===== src/rtl/sargantana_hpdc_pkg.sv =====
// sargantana_hpdc_pkg
// Shared memory-interface types for the HPDcache memory side, plus the
// helpers used by the request arbiter: source-index width, in-flight counter
// width/type and the remapped downstream TID layout.
package sargantana_hpdc_pkg;

  localparam int unsigned HPDCACHE_NREQUESTERS    = 2;
  localparam int unsigned HPDCACHE_MEM_TID_WIDTH  = 8;
  localparam int unsigned HPDCACHE_MEM_ADDR_WIDTH = 32;
  localparam int unsigned HPDCACHE_MEM_DATA_WIDTH = 64;
  localparam int unsigned HPDCACHE_MAX_OUTSTANDING = 4;

  typedef logic [HPDCACHE_MEM_TID_WIDTH-1:0] hpdcache_mem_id_t;

  typedef struct packed {
    logic [HPDCACHE_MEM_ADDR_WIDTH-1:0] mem_req_addr;
    logic [7:0]                         mem_req_len;
    logic [2:0]                         mem_req_size;
    hpdcache_mem_id_t                   mem_req_id;
    logic                               mem_req_cacheable;
  } hpdcache_mem_req_t;

  typedef struct packed {
    logic [1:0]                         mem_resp_r_error;
    hpdcache_mem_id_t                   mem_resp_r_id;
    logic [HPDCACHE_MEM_DATA_WIDTH-1:0] mem_resp_r_data;
    logic                               mem_resp_r_last;
  } hpdcache_mem_resp_r_t;

  // Source index field width; a single requester still reserves one bit.
  function automatic int unsigned hpdc_src_width(int unsigned nreq);
    return (nreq > 1) ? $clog2(nreq) : 1;
  endfunction

  // In-flight counter width: must hold 0..max_out inclusive.
  function automatic int unsigned hpdc_cnt_width(int unsigned max_out);
    return $clog2(max_out + 1);
  endfunction

  localparam int unsigned HPDC_SRC_W = hpdc_src_width(HPDCACHE_NREQUESTERS);
  localparam int unsigned HPDC_CNT_W = hpdc_cnt_width(HPDCACHE_MAX_OUTSTANDING);

  typedef logic [HPDC_CNT_W-1:0] hpdc_outstanding_t;

  // Downstream TID: source index in the MSBs, requester TID below it.
  typedef struct packed {
    logic [HPDC_SRC_W-1:0]                        src;
    logic [HPDCACHE_MEM_TID_WIDTH-HPDC_SRC_W-1:0] tid;
  } hpdc_mem_tid_t;

endpackage


===== src/rtl/sargantana_rr_arbiter.sv =====
// sargantana_rr_arbiter
// Round-robin selector: one-hot grant to the first requester at or after the
// priority pointer (wrapping). The pointer moves to winner+1 when en_i is set.
// Ports: clk_i, rst_i (sync, active-high), req_i[N], en_i, gnt_o[N] one-hot.
module sargantana_rr_arbiter #(
  parameter int unsigned N     = 2,
  parameter int unsigned PTR_W = 1
) (
  input  logic         clk_i,
  input  logic         rst_i,
  input  logic [N-1:0] req_i,
  input  logic         en_i,
  output logic [N-1:0] gnt_o
);

  logic [PTR_W-1:0] ptr_q;
  logic [PTR_W-1:0] ptr_d;

  always_comb begin
    logic found;
    int unsigned win;
    found = 1'b0;
    win   = 0;
    gnt_o = '0;
    // First pass: requesters at or above the pointer; second pass wraps.
    for (int unsigned i = 0; i < N; i++) begin
      if (!found && req_i[i] && (i >= 32'(ptr_q))) begin
        gnt_o[i] = 1'b1;
        found    = 1'b1;
        win      = i;
      end
    end
    for (int unsigned i = 0; i < N; i++) begin
      if (!found && req_i[i]) begin
        gnt_o[i] = 1'b1;
        found    = 1'b1;
        win      = i;
      end
    end
    ptr_d = (win + 1 >= N) ? '0 : PTR_W'(win + 1);
  end

  always_ff @(posedge clk_i) begin
    if (rst_i) begin
      ptr_q <= '0;
    end else if (en_i && (|gnt_o)) begin
      ptr_q <= ptr_d;
    end
  end

endmodule


===== src/rtl/sargantana_hpdc_mem_arbiter.sv =====
// sargantana_hpdc_mem_arbiter
// Merges NREQ read-request channels onto one memory port and routes the
// response beats back by the source index carried in the downstream TID.
// Ports:
//   clk_i, rst_i                       clock, sync active-high reset
//   req_valid_i/req_ready_o/req_i      per-channel request handshake + payload
//   mem_req_valid_o/mem_req_ready_i    downstream request handshake
//   mem_req_o                          registered request, TID remapped
//   mem_resp_valid_i/mem_resp_ready_o  downstream response handshake
//   mem_resp_i                         response beat
//   resp_valid_o/resp_ready_i/resp_o   per-channel routed response
//   outstanding_o                      per-channel in-flight read count
//   tid_err_o                          one-cycle pulse on an illegal TID
module sargantana_hpdc_mem_arbiter
  import sargantana_hpdc_pkg::*;
#(
  parameter int unsigned NREQ            = HPDCACHE_NREQUESTERS,
  parameter int unsigned MAX_OUTSTANDING = 4,
  parameter int unsigned TID_WIDTH       = HPDCACHE_MEM_TID_WIDTH,
  localparam int unsigned SRC_W          = hpdc_src_width(NREQ),
  localparam int unsigned CNT_W          = hpdc_cnt_width(MAX_OUTSTANDING)
) (
  input  logic                                clk_i,
  input  logic                                rst_i,
  input  logic              [NREQ-1:0]        req_valid_i,
  output logic              [NREQ-1:0]        req_ready_o,
  input  hpdcache_mem_req_t [NREQ-1:0]        req_i,
  output logic                                mem_req_valid_o,
  input  logic                                mem_req_ready_i,
  output hpdcache_mem_req_t                   mem_req_o,
  input  logic                                mem_resp_valid_i,
  output logic                                mem_resp_ready_o,
  input  hpdcache_mem_resp_r_t                mem_resp_i,
  output logic              [NREQ-1:0]        resp_valid_o,
  input  logic              [NREQ-1:0]        resp_ready_i,
  output hpdcache_mem_resp_r_t [NREQ-1:0]     resp_o,
  output logic              [NREQ-1:0][CNT_W-1:0] outstanding_o,
  output logic                                tid_err_o
);

  localparam int unsigned LOW_W = TID_WIDTH - SRC_W;

  logic                       load_ok;
  logic [NREQ-1:0]            elig;
  logic [NREQ-1:0]            gnt;
  logic [NREQ-1:0]            dec;
  logic                       grant_fire;
  hpdcache_mem_req_t          sel_req;
  hpdcache_mem_req_t          fwd_req;
  hpdcache_mem_req_t          out_q;
  logic                       out_valid_q;
  logic [SRC_W-1:0]           sel_idx;
  logic [SRC_W-1:0]           resp_src;
  logic                       src_ok;
  logic                       resp_fire;
  logic                       last_fire;
  logic                       req_tid_bad;
  logic                       resp_drop;
  logic                       spurious;
  logic                       tid_err_q;
  logic [NREQ-1:0][CNT_W-1:0] cnt_q;

  // Output register can take a new request when empty or draining this cycle.
  assign load_ok = !out_valid_q || mem_req_ready_i;

  always_comb begin
    elig = '0;
    for (int unsigned i = 0; i < NREQ; i++) begin
      elig[i] = req_valid_i[i] && (cnt_q[i] < CNT_W'(MAX_OUTSTANDING)) && load_ok && !rst_i;
    end
  end

  sargantana_rr_arbiter #(
    .N     (NREQ),
    .PTR_W (SRC_W)
  ) u_rr (
    .clk_i (clk_i),
    .rst_i (rst_i),
    .req_i (elig),
    .en_i  (grant_fire),
    .gnt_o (gnt)
  );

  assign grant_fire  = |gnt;
  assign req_ready_o = gnt;

  always_comb begin
    sel_req = req_i[0];
    sel_idx = '0;
    for (int unsigned i = 0; i < NREQ; i++) begin
      if (gnt[i]) begin
        sel_req = req_i[i];
        sel_idx = SRC_W'(i);
      end
    end
    fwd_req            = sel_req;
    fwd_req.mem_req_id = HPDCACHE_MEM_TID_WIDTH'({sel_idx, sel_req.mem_req_id[LOW_W-1:0]});
  end

  // Upper TID bits belong to the arbiter; a requester using them is flagged
  // but the request still goes out with the bits overwritten.
  assign req_tid_bad = grant_fire && (sel_req.mem_req_id[TID_WIDTH-1 -: SRC_W] != '0);

  always_ff @(posedge clk_i) begin
    if (rst_i) begin
      out_valid_q <= 1'b0;
      out_q       <= '0;
    end else if (load_ok) begin
      out_valid_q <= grant_fire;
      if (grant_fire) begin
        out_q <= fwd_req;
      end
    end
  end

  assign mem_req_valid_o = out_valid_q;
  assign mem_req_o       = out_q;

  assign resp_src = mem_resp_i.mem_resp_r_id[TID_WIDTH-1 -: SRC_W];
  assign src_ok   = ({1'b0, resp_src} < (SRC_W + 1)'(NREQ));

  // Unroutable beats are swallowed so the memory side never stalls on them.
  always_comb begin
    mem_resp_ready_o = !rst_i && !src_ok;
    resp_valid_o     = '0;
    resp_o           = '0;
    for (int unsigned i = 0; i < NREQ; i++) begin
      resp_o[i]               = mem_resp_i;
      resp_o[i].mem_resp_r_id = HPDCACHE_MEM_TID_WIDTH'(mem_resp_i.mem_resp_r_id[LOW_W-1:0]);
      if (src_ok && (resp_src == SRC_W'(i))) begin
        resp_valid_o[i]  = mem_resp_valid_i && !rst_i;
        mem_resp_ready_o = resp_ready_i[i] && !rst_i;
      end
    end
  end

  assign resp_fire = mem_resp_valid_i && mem_resp_ready_o;
  assign last_fire = resp_fire && src_ok && mem_resp_i.mem_resp_r_last;
  assign resp_drop = resp_fire && !src_ok;

  always_comb begin
    dec      = '0;
    spurious = 1'b0;
    for (int unsigned i = 0; i < NREQ; i++) begin
      dec[i] = last_fire && (resp_src == SRC_W'(i));
      if (dec[i] && !gnt[i] && (cnt_q[i] == '0)) begin
        spurious = 1'b1;
      end
    end
  end

  always_ff @(posedge clk_i) begin
    for (int unsigned i = 0; i < NREQ; i++) begin
      if (rst_i) begin
        cnt_q[i] <= '0;
      end else if (gnt[i] && !dec[i]) begin
        cnt_q[i] <= cnt_q[i] + CNT_W'(1);
      end else if (dec[i] && !gnt[i] && (cnt_q[i] != '0)) begin
        cnt_q[i] <= cnt_q[i] - CNT_W'(1);
      end
    end
  end

  always_ff @(posedge clk_i) begin
    if (rst_i) begin
      tid_err_q <= 1'b0;
    end else begin
      tid_err_q <= req_tid_bad || resp_drop || spurious;
    end
  end

  assign outstanding_o = cnt_q;
  assign tid_err_o     = tid_err_q;

endmodule


===== config.mk =====
export PLATFORM = sky130hd
export DESIGN_NAME = sargantana_hpdc_mem_arbiter
export DESIGN_NICKNAME = d
export VERILOG_FILES = /design/src/rtl/sargantana_hpdc_pkg.sv /design/src/rtl/sargantana_rr_arbiter.sv /design/src/rtl/sargantana_hpdc_mem_arbiter.sv
export SDC_FILE = /design/constraint.sdc
export NUM_CORES = 1
export LEC_CHECK = 0
export CAP_MARGIN = 20
export CORE_AREA = 3 3 156 158
export DETAILED_ROUTE_END_ITERATION = 16
export DIE_AREA = 0 0 159 161
export DONT_BUFFER_PORTS = 1
export GPL_TIMING_DRIVEN = 0
export MAX_ROUTING_LAYER = met4
export PLACE_DENSITY = 0.3
export SYNTH_ARGS = -nofsm -noshare
export SYNTH_HDL_FRONTEND = slang
export SYNTH_SLANG_ARGS = --single-unit

===== constraint.sdc =====
create_clock -name clk_i -period 2.83 [get_ports clk_i]
set_input_delay 0.283 -clock clk_i [delete_from_list [all_inputs] [get_ports clk_i]]
set_output_delay 0.283 -clock clk_i [all_outputs]
set_load 0.02 [all_outputs]

# [Yosys cells after proc, flatten, opt, wreduce, memory -nomap -nowiden]
# Cells that the tools add are included.
[classes] add_sub_neg=5 reduce_logical=45 muxes=21 magnitude_cmp=4 bitwise_logic=1
[op_table] operator="$mux 52" n=1
[op_table] operator="$ge 32x2->1 const B" n=1
[op_table] operator="$logic_and 1x1->1" n=26
[op_table] operator="$mux 1" n=16
[op_table] operator="$mux 3" n=4
[op_table] operator="$logic_not 1->1" n=9
[op_table] operator="$add 3x1->3 const B" n=2
[op_table] operator="$logic_not 3->1" n=2
[op_table] operator="$lt 3x3->1 const B" n=2
[op_table] operator="$reduce_bool 3->1" n=2
[op_table] operator="$sub 3x1->3 const B" n=2
[op_table] operator="$reduce_bool 2->1" n=2
[op_table] operator="$add 1x1->2 const B" n=1
[op_table] operator="$logic_or 1x1->1" n=2
[op_table] operator="$reduce_and 2->1" n=1
[op_table] operator="$reduce_or 2->1" n=1
[op_table] operator="$ge 1x1->1 const A" n=1
[op_table] operator="$not 1->1" n=1
[word_totals] in_bits=187 out_inout_bits=215 wordCells=86 ff_bits=61

# [Logic depth before layout (Yosys ltp)]
# Gate-level depths: netlist (run 1).
[logic_depth] word_depth=20 ltp_mapped=10 ltp_nobuf=9

# [Modules after synthesis]
# Synthesis (run 1) repeated with hierarchy kept, for this count alone.
[hier_totals] hier_cells=458 area_unflattened_um2=4186.5
[modules_own_cells] mod="sargantana_hpdc_mem_arbiter" cells_per_inst=451 seq_area_each_um2=1201.2 instances=1 area_per_inst_um2=4121.5
[modules_own_cells] mod="sargantana_rr_arbiter" cells_per_inst=7 seq_area_each_um2=20.0 instances=1 area_per_inst_um2=65.1

# [Worst setup path before layout (run 1)]
# No wires, ideal clock.
[synth_timing] path_type="reg-to-reg" from="reg cnt_q, in the netlist outstanding_o[5]" to="reg cnt_q, in the netlist outstanding_o[2]" arrival_time_ns=2.479 setup_ns=0.067 stages_incl_launch_ff=8 path_slack_ns=0.284 required_ns=2.763 period_less_slack_ns=2.546 path_buffers=0 cell_sequence="dfxtp_1 and3b_1 nor4_4 nand2_1 fa_1 or4_4 a21o_1 a21oi_2"
[synth_via] elab_chain_cells=13 word_cells_on_any_way=15 classes_between="order compare (1); mux (3); reduce/logical (11)"
[synth_lines] item="start, declared" line="sargantana_hpdc_mem_arbiter.sv:61" rtl="logic [NREQ-1:0][CNT_W-1:0] cnt_q;"
[synth_lines] item="start signal, assigned by index" line="sargantana_hpdc_mem_arbiter.sv:157" rtl="cnt_q[i] <= cnt_q[i] + CNT_W'(1);"
[synth_lines] item="start signal, assigned by index" line="sargantana_hpdc_mem_arbiter.sv:159" rtl="cnt_q[i] <= cnt_q[i] - CNT_W'(1);"
[synth_lines] item="$lt 3x3->1 *" line="sargantana_hpdc_mem_arbiter.sv:69" rtl="elig[i] = req_valid_i[i] && (cnt_q[i] < CNT_W'(MAX_OUTSTANDING)) && load_ok && !rst_i;"
[synth_lines] item="$logic_and 1x1->1 * (3 in series)" line="sargantana_hpdc_mem_arbiter.sv:69"
[synth_lines] item="$logic_and 1x1->1 *" line="sargantana_rr_arbiter.sv:27" rtl="if (!found && req_i[i] && (i >= 32'(ptr_q))) begin"
[synth_lines] item="$mux 1 *" line="sargantana_rr_arbiter.sv:27"
[synth_lines] item="$logic_not 1->1 *" line="sargantana_rr_arbiter.sv:34" rtl="if (!found && req_i[i]) begin"
[synth_lines] item="$logic_and 1x1->1 *" line="sargantana_rr_arbiter.sv:34"
[synth_lines] item="$mux 1 *" line="sargantana_rr_arbiter.sv:34"
[synth_lines] item="named net req_ready_o[0]" line="sargantana_hpdc_mem_arbiter.sv:26" rtl="output logic [NREQ-1:0] req_ready_o,"
[synth_lines] item="$logic_not 1->1" line="sargantana_hpdc_mem_arbiter.sv:158" rtl="end else if (dec[i] && !gnt[i] && (cnt_q[i] != '0)) begin"
[synth_lines] item="$logic_and 1x1->1 (2 in series)" line="sargantana_hpdc_mem_arbiter.sv:158"
[synth_lines] item="$reduce_bool 2->1 (no line)"
# The timed path passes the listed nets; every way through them passes the cells marked *.
# A chain may end at the register's enable or synchronous reset.

# [Worst setup path in the final report (run 1)]
# Same ends and word-level chain as after synthesis.

==> impl_metrics.yaml, run 1 <==
min_path:
  hp-class: "input port to flop"
  min_from: "req_i[99]"
synth:
  ys_seq_area_share_pct: 30.4
  syn_inst: 506
  synth-edff-count: 0
  syn_area_mm2: 0.00402
  synth-async-reset-ratio_pct: 0
  ys.flop_type: "dfxtp_1"
  synth-seq-cells: 61
  yosysWarnings: 0
  synthDistinctLibCells: 41
  avgSynthCellArea_um2: 7.94
timing:
  holdWs_ns: 0.0979
  fin_crit_ns: 2.74
  skew_ns: 0.00732
  tightest_slew_ns: 0.697
  fin_ws_ns: 0.0948
  hold_viol: 0
  rsz0062_at_grt: "yes"
  fmax_mhz: 366
  slew_violations: 0
  fin_crit_sh_pct: 96.6
  slew_headroom_pct: 53.6
  timing.setup.tns_ns: 0
  finalSetupViolCount: 0
place:
  place_ws_ns: -0.0142
  globalplace.congestion: 0.725
  numPortBuffers: 0
  hpwl_um: 12400
run_status:
  status: "finished, final reports clean"
cts:
  cts.sinks: 61
  clk_pin_slew_ns: 0.06
  clk_latency_ns: 0.34
  cts_tree: "yes"
  cts_setup_buffers: 0
  clock-root-buffer: "clkbuf_16"
  numCtsBuffers: 9
  clockBufferDepth: 2
  h-tree-depth: 3
setup_path:
  crit_required_ns: 3.10
  r2r-start: "outstanding_o[5]$_SDFFE_PP0P_"
  setup.worst_path.class: "flop to flop"
  critPathBufInv: 0
  worstSetupEndpointType: "flop"
  start_kind: "flop"
  slowest_delay_ns: 0.63
  cp_slowest_cell: "nor4_4"
  cp_data_arrival_time_ns: 3.01
  critPathTopFamily: "simple AND/OR/NAND/NOR gates"
  cp_cell_sequence: "and3b_1, nor4_4, nand2_1, fa_2, or4_4, a21o_1, a21oi_2"
  critPathLaunch: "outstanding_o[5]$_SDFFE_PP0P_"
  worstPathMaxFanout: 7
global_routing:
  grt-ovfl-total: 0
  antenna_found_initial: 0
  grt_start_max_net_pins: 11
  grt_first_pass_wirelength_um: 21600
  grt_pass1_vias: 3436
  grt_usage_pct: 11.4
routing:
  via_per_inst: 4.07
  drt_iter0_markers: 151
  drc: 0
  dr.pass1.iters: 4
  wire_per_inst_um: 18.0
  finalWirelength_um: 15200
  vias: 3421
  ant_nets: 0
floorplanning:
  start_util_pct: 17.3
  die_area_mm2: 0.0256
  die_h_um: 161
  num_rows: 56
  ios: 402
  die_w_um: 159
  core_mm2: 0.0233
power:
  power.switching_mw: 1.08
  p_int_mw: 2.05
  p_seq_share_pct: 37.9
  p_clk_share_pct: 38.3
  ir_drop_mv: 0.206
  power_density_mw_per_mm2: 661
  p_comb_share_pct: 23.8
  leakagePower_nw: 2.05
  p_sw_share_pct: 34.6
final_layout:
  multi_input_area_mm2: 0.00149
  regArea_mm2: 0.00122
  fin_util_pct: 20.4
  n_fill_cell: 2645
  final_nets: 707
  layout-drive-gt1-share_pct: 39.3
  num_antenna_cells: 0
  syn2layout_area_growth_pct: 18.0
run:
  drv_cap: 0
==> worst reg2reg max path: stages (launching register included) <==
cell and delay, ns:
dfxtp_4 0.42, and3b_1 0.23, nor4_4 0.63, nand2_1 0.19, fa_2 0.38, or4_4 0.54
a21o_1 0.18, a21oi_2 0.10
==> sequential cells by signal, indices dropped and copies added, names as in the netlist <==
| register | count |
|---|---|
| mem_req_valid_o | 1 |
| tid_err_o | 1 |
| outstanding_o | 6 |
| mem_req_o | 52 |
| u_rr.ptr_q | 1 |
==> placed cells by master, fill, tap and decap left out, types with 2 or more instances in the layout <==
cell,instances
buf_2,13
a311oi_1,47
a21oi_1,3
clkbuf_1,10
nor2_1,60
dfxtp_1,60
a311oi_2,4
buf_6,3
and3b_1,2
nor3_1,2
clkbuf_16,9
bufinv_16,2
nand2b_1,2
nand3_1,4
inv_1,2
mux2i_1,3
conb_1,2
xor2_1,2
buf_4,155
nand2_1,107
a32o_1,2
clkinv_2,3
==> repair_timing <==
| action | in CTS | in global routing |
|---|---|---|
| hold buffers | 0 | 0 |
| setup endpoints to repair | 1 | 1 |
| gates resized for setup | 2 | 1 |
| hold endpoints to repair | 0 | 0 |
| pin swaps | 1 | 2 |
==> Yosys cell counts (2+ instances only) <==
cell | count | area (µm²)
buf_4 | 155 | 1160
nand2_1 | 107 | 402
dfxtp_1 | 61 | 1220
nor2_1 | 60 | 225
a311oi_1 | 47 | 412
buf_2 | 13 | 65.1
clkbuf_1 | 10 | 37.5
a311oi_2 | 4 | 60.1
nand3_1 | 4 | 20.0
a21oi_1 | 3 | 15.0
buf_6 | 3 | 33.8
mux2i_1 | 3 | 30.0
a32o_1 | 2 | 20.0
and3b_1 | 2 | 17.5
fa_1 | 2 | 40.0
inv_1 | 2 | 7.51
nand2b_1 | 2 | 12.5
nor3_1 | 2 | 10.0
xor2_1 | 2 | 17.5
==> area by class of cell <==
class                      count  area share [%]
multi-input combinational    262            31.5
buffer                       181            27.4
sequential                    61            25.8
tap                          319            8.41
clock buffer                  10            5.04
clock inverter                 5            1.58
inverter                       3           0.237
==> metal layers <==
layer | GRT usage [%] | wire length [µm] | vias to the layer above | share of wire [%]
met2 | 20.1 | 7880 | 249 | 52
met5 | - | 0 | - | 0
met4 | 3.98 | 226 | 0 | 1.5
met3 | 4.08 | 1580 | 14 | 10
li1 | - | - | 1558 | -
met1 | 11.8 | 5470 | 1600 | 36
==> metrics by stage <==
stage / instances / area, µm² / total power [mW]
floorplan: 507 / 4020 / 1.80
detailed placement: 826 / 4420 / 1.98
finish: 841 / 4740 / 3.14
CTS: 841 / 4740 / 3.21
global placement: 826 / 4420 / 1.97
global route: 841 / 4740 / 3.31
==> power groups by stage <==
stage | registers [mW] | logic (mW) | clock network (mW)
floorplan | 1.17 | 0.636 | 0
global placement | 1.21 | 0.759 | 0
detailed placement | 1.21 | 0.763 | 0
CTS | 1.19 | 0.764 | 1.25
global route | 1.20 | 0.822 | 1.29
finish | 1.19 | 0.746 | 1.20
==> kinds of logic (layout without fill, tap and decap cells) <==
| kind of cell | count (synthesis) | count (layout) | synth area share (%) |
|---|---|---|---|
| flip-flops | 61 | 61 | 30.4 |
| multiplexers | 3 | 3 | 0.747 |
| other | 1 | 2 | 0.0933 |
| AO/OA/AOI/OAI | 63 | 63 | 14.0 |
| adder cells (fa/ha/maj) | 2 | 2 | 0.996 |
| AND/OR/NAND/NOR | 190 | 190 | 20.7 |
| buffers and inverters | 184 | 199 | 32.6 |
| XOR/XNOR | 2 | 2 | 0.436 |
==> worst paths after layout <==
check | end | slack, ns | depth (start not counted)
worst max-delay path | outstanding_o[2]$_SDFFE_PP0P_ | 0.09 | 7
worst max register to register | outstanding_o[2]$_SDFFE_PP0P_ | 0.09 | 7
worst min-delay path | mem_req_o[47]$_SDFFE_PP0P_ | 0.1 | 2
worst min register to register | outstanding_o[5]$_SDFFE_PP0P_ | 0.55 | 1
Note: power is estimated with default switching activity, not from simulation.
==> run 2: changes to the inputs <==
--- a/config.mk
+++ b/config.mk
@@ -5,14 +5,14 @@
 export SDC_FILE = /design/constraint.sdc
 export NUM_CORES = 1
 export LEC_CHECK = 0
+export BUFFER_PORTS_ARGS = -buffer_cell sky130_fd_sc_hd__buf_2
 export CAP_MARGIN = 20
-export CORE_AREA = 3 3 156 158
+export CORE_AREA = 3 3 153 155
 export DETAILED_ROUTE_END_ITERATION = 16
-export DIE_AREA = 0 0 159 161
-export DONT_BUFFER_PORTS = 1
+export DIE_AREA = 0 0 156 158
 export GPL_TIMING_DRIVEN = 0
 export MAX_ROUTING_LAYER = met4
-export PLACE_DENSITY = 0.3
+export PLACE_DENSITY = 0.46
 export SYNTH_ARGS = -nofsm -noshare
 export SYNTH_HDL_FRONTEND = slang
 export SYNTH_SLANG_ARGS = --single-unit
==> run 2 against run 1 <==
Against the previous run:
- total power rose by 12%
- cell count rose by 34%
- wire length rose by 14%
- critical path type unchanged
- utilization rose by 8.5 points
- non-clock buffer count rose by 325
- cell area rose by 34%
- global-route usage rose by 2.0 points
- setup slack improved by 0.27 ns
==> impl_metrics.yaml, run 2 (synthesis results as in run 1) <==
place:
  hpwl_um: 14300
  place_ws_ns: 0.347
  dpl_cell_area_mm2: 0.00600
  numPortBuffers: 325
  globalplace.congestion: 0.775
cts:
  numCtsBuffers: 9
  cts_setup_buffers: 0
  clk_pin_slew_ns: 0.06
  clockBufferDepth: 2
  hold_buffers: 0
  cts_tree: "yes"
  clock-root-buffer: "clkbuf_16"
  post_cts_resized: 0
  h-tree-depth: 3
  clk_latency_ns: 0.33
  cts.sinks: 61
timing:
  finalSetupViolCount: 0
  tightest_slew_ns: 0.699
  fin_crit_sh_pct: 87.0
  timing.setup.tns_ns: 0
  fin_ws_ns: 0.367
  rsz0062_at_grt: "no"
  slew_headroom_pct: 53.4
  skew_ns: 0.00607
  fmax_mhz: 406
  fin_crit_ns: 2.46
  hold_viol: 0
  slew_violations: 0
final_layout:
  final_nets: 1032
  layout-drive-gt1-share_pct: 62.3
  layout_commonest_cell: "buf_2"
  fin_util_pct: 28.9
  multi_input_area_mm2: 0.00149
  n_fill_cell: 2444
  largest_reg_flops: 52
  syn2layout_area_growth_pct: 57.9
  regArea_mm2: 0.00122
  num_antenna_cells: 0
  final_cell_mix: "buf_2, buf_4, nand2_1"
  post-route-cell-area_mm2: 0.00635
setup_path:
  endpoint: "outstanding_o[2]$_SDFFE_PP0P_"
  regToRegEndpoint: "outstanding_o[2]$_SDFFE_PP0P_"
  crit_required_ns: 3.10
  worstPathMaxFanout: 7
  crit_cells: 7
  r2r_setup_slack_ns: 0.37
  cp_slowest_cell: "or4_4"
  start_kind: "flop"
  rr_worst_depth: 7
  cp_data_arrival_time_ns: 2.73
  critPathBufInv: 0
  setup.worst_path.class: "flop to flop"
  r2r-start: "outstanding_o[2]$_SDFFE_PP0P_"
  slowest_delay_ns: 0.55
  cp_cell_sequence: "nand2b_1, nor4_4, nand2_1, fa_1, or4_4, a21o_1, a21oi_2"
  critPathTopFamily: "simple AND/OR/NAND/NOR gates"
  critPathLaunch: "outstanding_o[2]$_SDFFE_PP0P_"
  worstSetupEndpointType: "flop"
floorplanning:
  num_rows: 54
  die_area_mm2: 0.0246
  start_util_pct: 18.3
  die_w_um: 156
  ios: 402
  core_mm2: 0.0220
  die_h_um: 158
routing:
  vias: 4388
  finalWirelength_um: 17300
  wire_per_inst_um: 15.3
  drc: 0
  via_per_inst: 3.89
  dr.pass1.iters: 6
  drt_iter0_markers: 137
  ant_nets: 0
power:
  ir_drop_mv: 0.218
  p_total_mw: 3.50
  leakagePower_nw: 3.41
  power_density_mw_per_mm2: 552
min_path:
  min_from: "req_i[90]"
  hp-class: "input port to flop"
global_routing:
  antenna_found_initial: 0
  grt_start_max_net_pins: 11
  grt_pass1_vias: 4310
  grt-ovfl-total: 0
  grt_usage_pct: 13.4
  grt_first_pass_wirelength_um: 24500
run_status:
  status: "finished, final reports clean"
run:
  drv_cap: 0
==> run 2: cell types whose count changed in the layout (fill, tap and decap cells not counted) <==
cell,previous run,this run
dfxtp_1,60,61
clkbuf_8,1,2
dfxtp_4,1,0
fa_1,1,2
clkinv_2,3,1
bufinv_16,2,3
buf_2,13,338
fa_2,1,0
==> run 2: worst min path at each step <==
stage,to,depth (start not counted)
2_1_floorplan,mem_req_o[10]$_SDFFE_PP0P_,2
3_3_place_gp,mem_req_o[8]$_SDFFE_PP0P_,2
3_5_place_dp,mem_req_o[8]$_SDFFE_PP0P_,2
4_1_cts,mem_req_o[19]$_SDFFE_PP0P_,3
5_1_grt,mem_req_o[45]$_SDFFE_PP0P_,3
6_report,mem_req_o[38]$_SDFFE_PP0P_,3
==> run 2: layout make-up <==
| type | count | share of cell area (%) |
|---|---|---|
| repair buffers | 325 | 25.6 |
| multi-input cells | 262 | 23.5 |
| plain buffers | 181 | 20.5 |
| flip-flops and latches | 61 | 19.2 |
| well taps | 280 | 5.52 |
| clock buffers | 11 | 3.98 |
| clock inverters | 4 | 1.50 |
| inverters | 3 | 0.177 |
==> run 2: routing by layer <==
layer / share of wire [%] / routed length [µm] / GRT usage, % / up-vias
met2: 53 / 9130 / 24.0 / 230
met4: 0.53 / 91 / 3.03 / 0
met1: 38 / 6510 / 14.3 / 1938
met3: 9.0 / 1560 / 4.46 / 13
li1: - / - / - / 2207
met5: 0 / 0 / - / -
==> run 2: worst reg2reg max path, cell delays in order, from the launching register on <==
cell	delay, ns
dfxtp_1	0.37
nand2b_1	0.22
nor4_4	0.42
nand2_1	0.15
fa_1	0.41
or4_4	0.55
a21o_1	0.18
a21oi_2	0.10
==> run 2: through the flow <==
step | hold WS, ns | cells
global route | 0.191 | 1127
floorplan | 0.442 | 507
detailed placement | 0.478 | 1112
finish | 0.203 | 1127
CTS | 0.186 | 1127
global placement | 0.467 | 1112
==> run 2: where the power goes <==
part	leakage (nW)	internal, mW	switching, mW
sequential	0.505	0.965	0.0644
clock	0.172	0.902	0.417
combinational	2.73	0.484	0.672
total	3.41	2.35	1.15
==> run 3: changes to the inputs <==
==> constraint.sdc (replaced) <==
create_clock -name clk_i -period 2.83 [get_ports clk_i]
set_input_delay 0.566 -clock clk_i [delete_from_list [all_inputs] [get_ports clk_i]]
set_output_delay 0.566 -clock clk_i [all_outputs]
set_load 0.02 [all_outputs]
==> run 3 against run 2 <==
Against the previous run:
- utilization barely moved
- setup slack got worse by 0.055 ns
- sequential share of layout area hardly changed
- combinational power hardly changed
- register-to-register slack about the same
- first-iteration DRC count up 1.5%
- worst hold slack improved by 0.28 ns
- non-clock buffer count fell by 1
- clock skew hardly changed
- critical path type is now flop to output port
- highest routed layer unchanged
==> impl_metrics.yaml, run 3 (synthesis results as in run 1) <==
run_status:
  status: "finished, final reports clean"
floorplanning:
  core_mm2: 0.0220
  num_rows: 54
  die_area_mm2: 0.0246
  die_h_um: 158
  start_util_pct: 18.3
  ios: 402
  die_w_um: 156
setup_path:
  start_kind: "flop"
  crit_required_ns: 2.26
  cp_cell_sequence: "nand2b_4, nor3_4, nand2_2, inv_2, buf_4, buf_2"
  worstSetupEndpointType: "output port"
  worstPathMaxFanout: 14
  critPathTopFamily: "buffers and inverters"
  slowest_delay_ns: 0.35
  cp_slowest_cell: "dfxtp_1"
  critPathBufInv: 3
  cp_data_arrival_time_ns: 1.95
  setup.worst_path.class: "flop to output port"
global_routing:
  grt_pass1_vias: 4310
  grt_first_pass_wirelength_um: 24500
  antenna_found_initial: 0
  grt_start_max_net_pins: 11
  grt_usage_pct: 13.4
  grt-ovfl-total: 0
final_layout:
  layout_commonest_cell: "buf_2"
  largest_reg_flops: 52
  final_nets: 1031
  regArea_mm2: 0.00122
  num_antenna_cells: 0
  final_cell_mix: "buf_2, buf_4, nand2_1"
  layout-drive-gt1-share_pct: 62.3
  multi_input_area_mm2: 0.00149
  n_fill_cell: 2444
  syn2layout_area_growth_pct: 57.8
  stdcell_count: 1126
cts:
  numCtsBuffers: 9
  cts.sinks: 61
  clockBufferDepth: 2
  clk_latency_ns: 0.33
  cts_tree: "yes"
  clock-root-buffer: "clkbuf_16"
  cts_setup_buffers: 0
  h-tree-depth: 3
  clk_pin_slew_ns: 0.06
  post_cts_resized: 0
power:
  ir_drop_mv: 0.218
  power_density_mw_per_mm2: 552
  leakagePower_nw: 3.40
timing:
  tightest_slew_ns: 0.699
  fin_crit_sh_pct: 89.0
  rsz0062_at_grt: "no"
  slew_violations: 0
  skew_ns: 0.00606
  hold_viol: 0
  fmax_mhz: 397
  slew_headroom_pct: 53.4
  finalSetupViolCount: 0
  fin_crit_ns: 2.52
  holdWs_ns: 0.487
  timing.setup.tns_ns: 0
place:
  globalplace.congestion: 0.775
  numPortBuffers: 325
  hpwl_um: 14300
  dp.cells: 1112
run:
  drv_cap: 0
routing:
  vias: 4377
  wire_per_inst_um: 15.3
  dr.pass1.iters: 6
  ant_nets: 0
  drc: 0
  drt_iter0_markers: 139
  finalWirelength_um: 17300
  via_per_inst: 3.89
min_path:
  hp-class: "input port to flop"
run 3: final cells by class:
class / instances / share of cell area, %
clock inverters: 4 / 1.50
well taps: 280 / 5.52
plain buffers: 180 / 20.4
repair buffers: 325 / 25.6
flip-flops and latches: 61 / 19.3
clock buffers: 11 / 3.98
inverters: 3 / 0.178
multi-input cells: 262 / 23.5
run 3: routing by layer:
metal	track usage [%]	routed length (µm)	up-vias
met3	4.46	1550	13
met5	-	0	-
met1	14.3	6520	1925
met2	24.0	9100	232
li1	-	-	2207
met4	3.03	93	0
run 3: worst paths after layout:
path	to	slack [ns]	depth (start not counted)	start
setup / recovery	req_ready_o[1]	0.31	6	outstanding_o[5]$_SDFFE_PP0P_
hold / removal	mem_req_o[38]$_SDFFE_PP0P_	0.49	3	req_i[90]
setup reg to reg	outstanding_o[2]$_SDFFE_PP0P_	0.37	7	outstanding_o[2]$_SDFFE_PP0P_
hold reg to reg	mem_req_o[16]$_SDFFE_PP0P_	0.49	2	mem_req_o[16]$_SDFFE_PP0P_
run 3: timing repair:
action                                  4_1_cts  5_1_grt
hold buffers                                  0        0
endpoints found under the setup margin        0        1
hold endpoints to repair                      0        0
run 3: report_power, final:
part | switching [mW] | internal (mW)
Sequential | 0.0646 | 0.965
Combinational | 0.672 | 0.484
Clock | 0.417 | 0.902
Total | 1.15 | 2.35
run 3: tightest hold or removal path, stage by stage:
cell	delay [ns]
buf_2	0.09
nand2_1	0.04
a311oi_1	0.07
run 3: metrics by stage:
| step | worst slack (ns) | cell area, µm² | total power, mW | util (%) |
|---|---|---|---|---|
| floorplan | 0.126 | 4020 | 1.80 | - |
| finish | 0.313 | 6340 | 3.50 | 28.9 |
| detailed placement | 0.0643 | 6000 | 2.23 | 27.3 |
| CTS | 0.0716 | 6350 | 3.59 | 28.9 |
| global placement | 0.0887 | 6000 | 2.23 | 27.3 |
| global route | 0.0806 | 6340 | 3.71 | 28.9 |
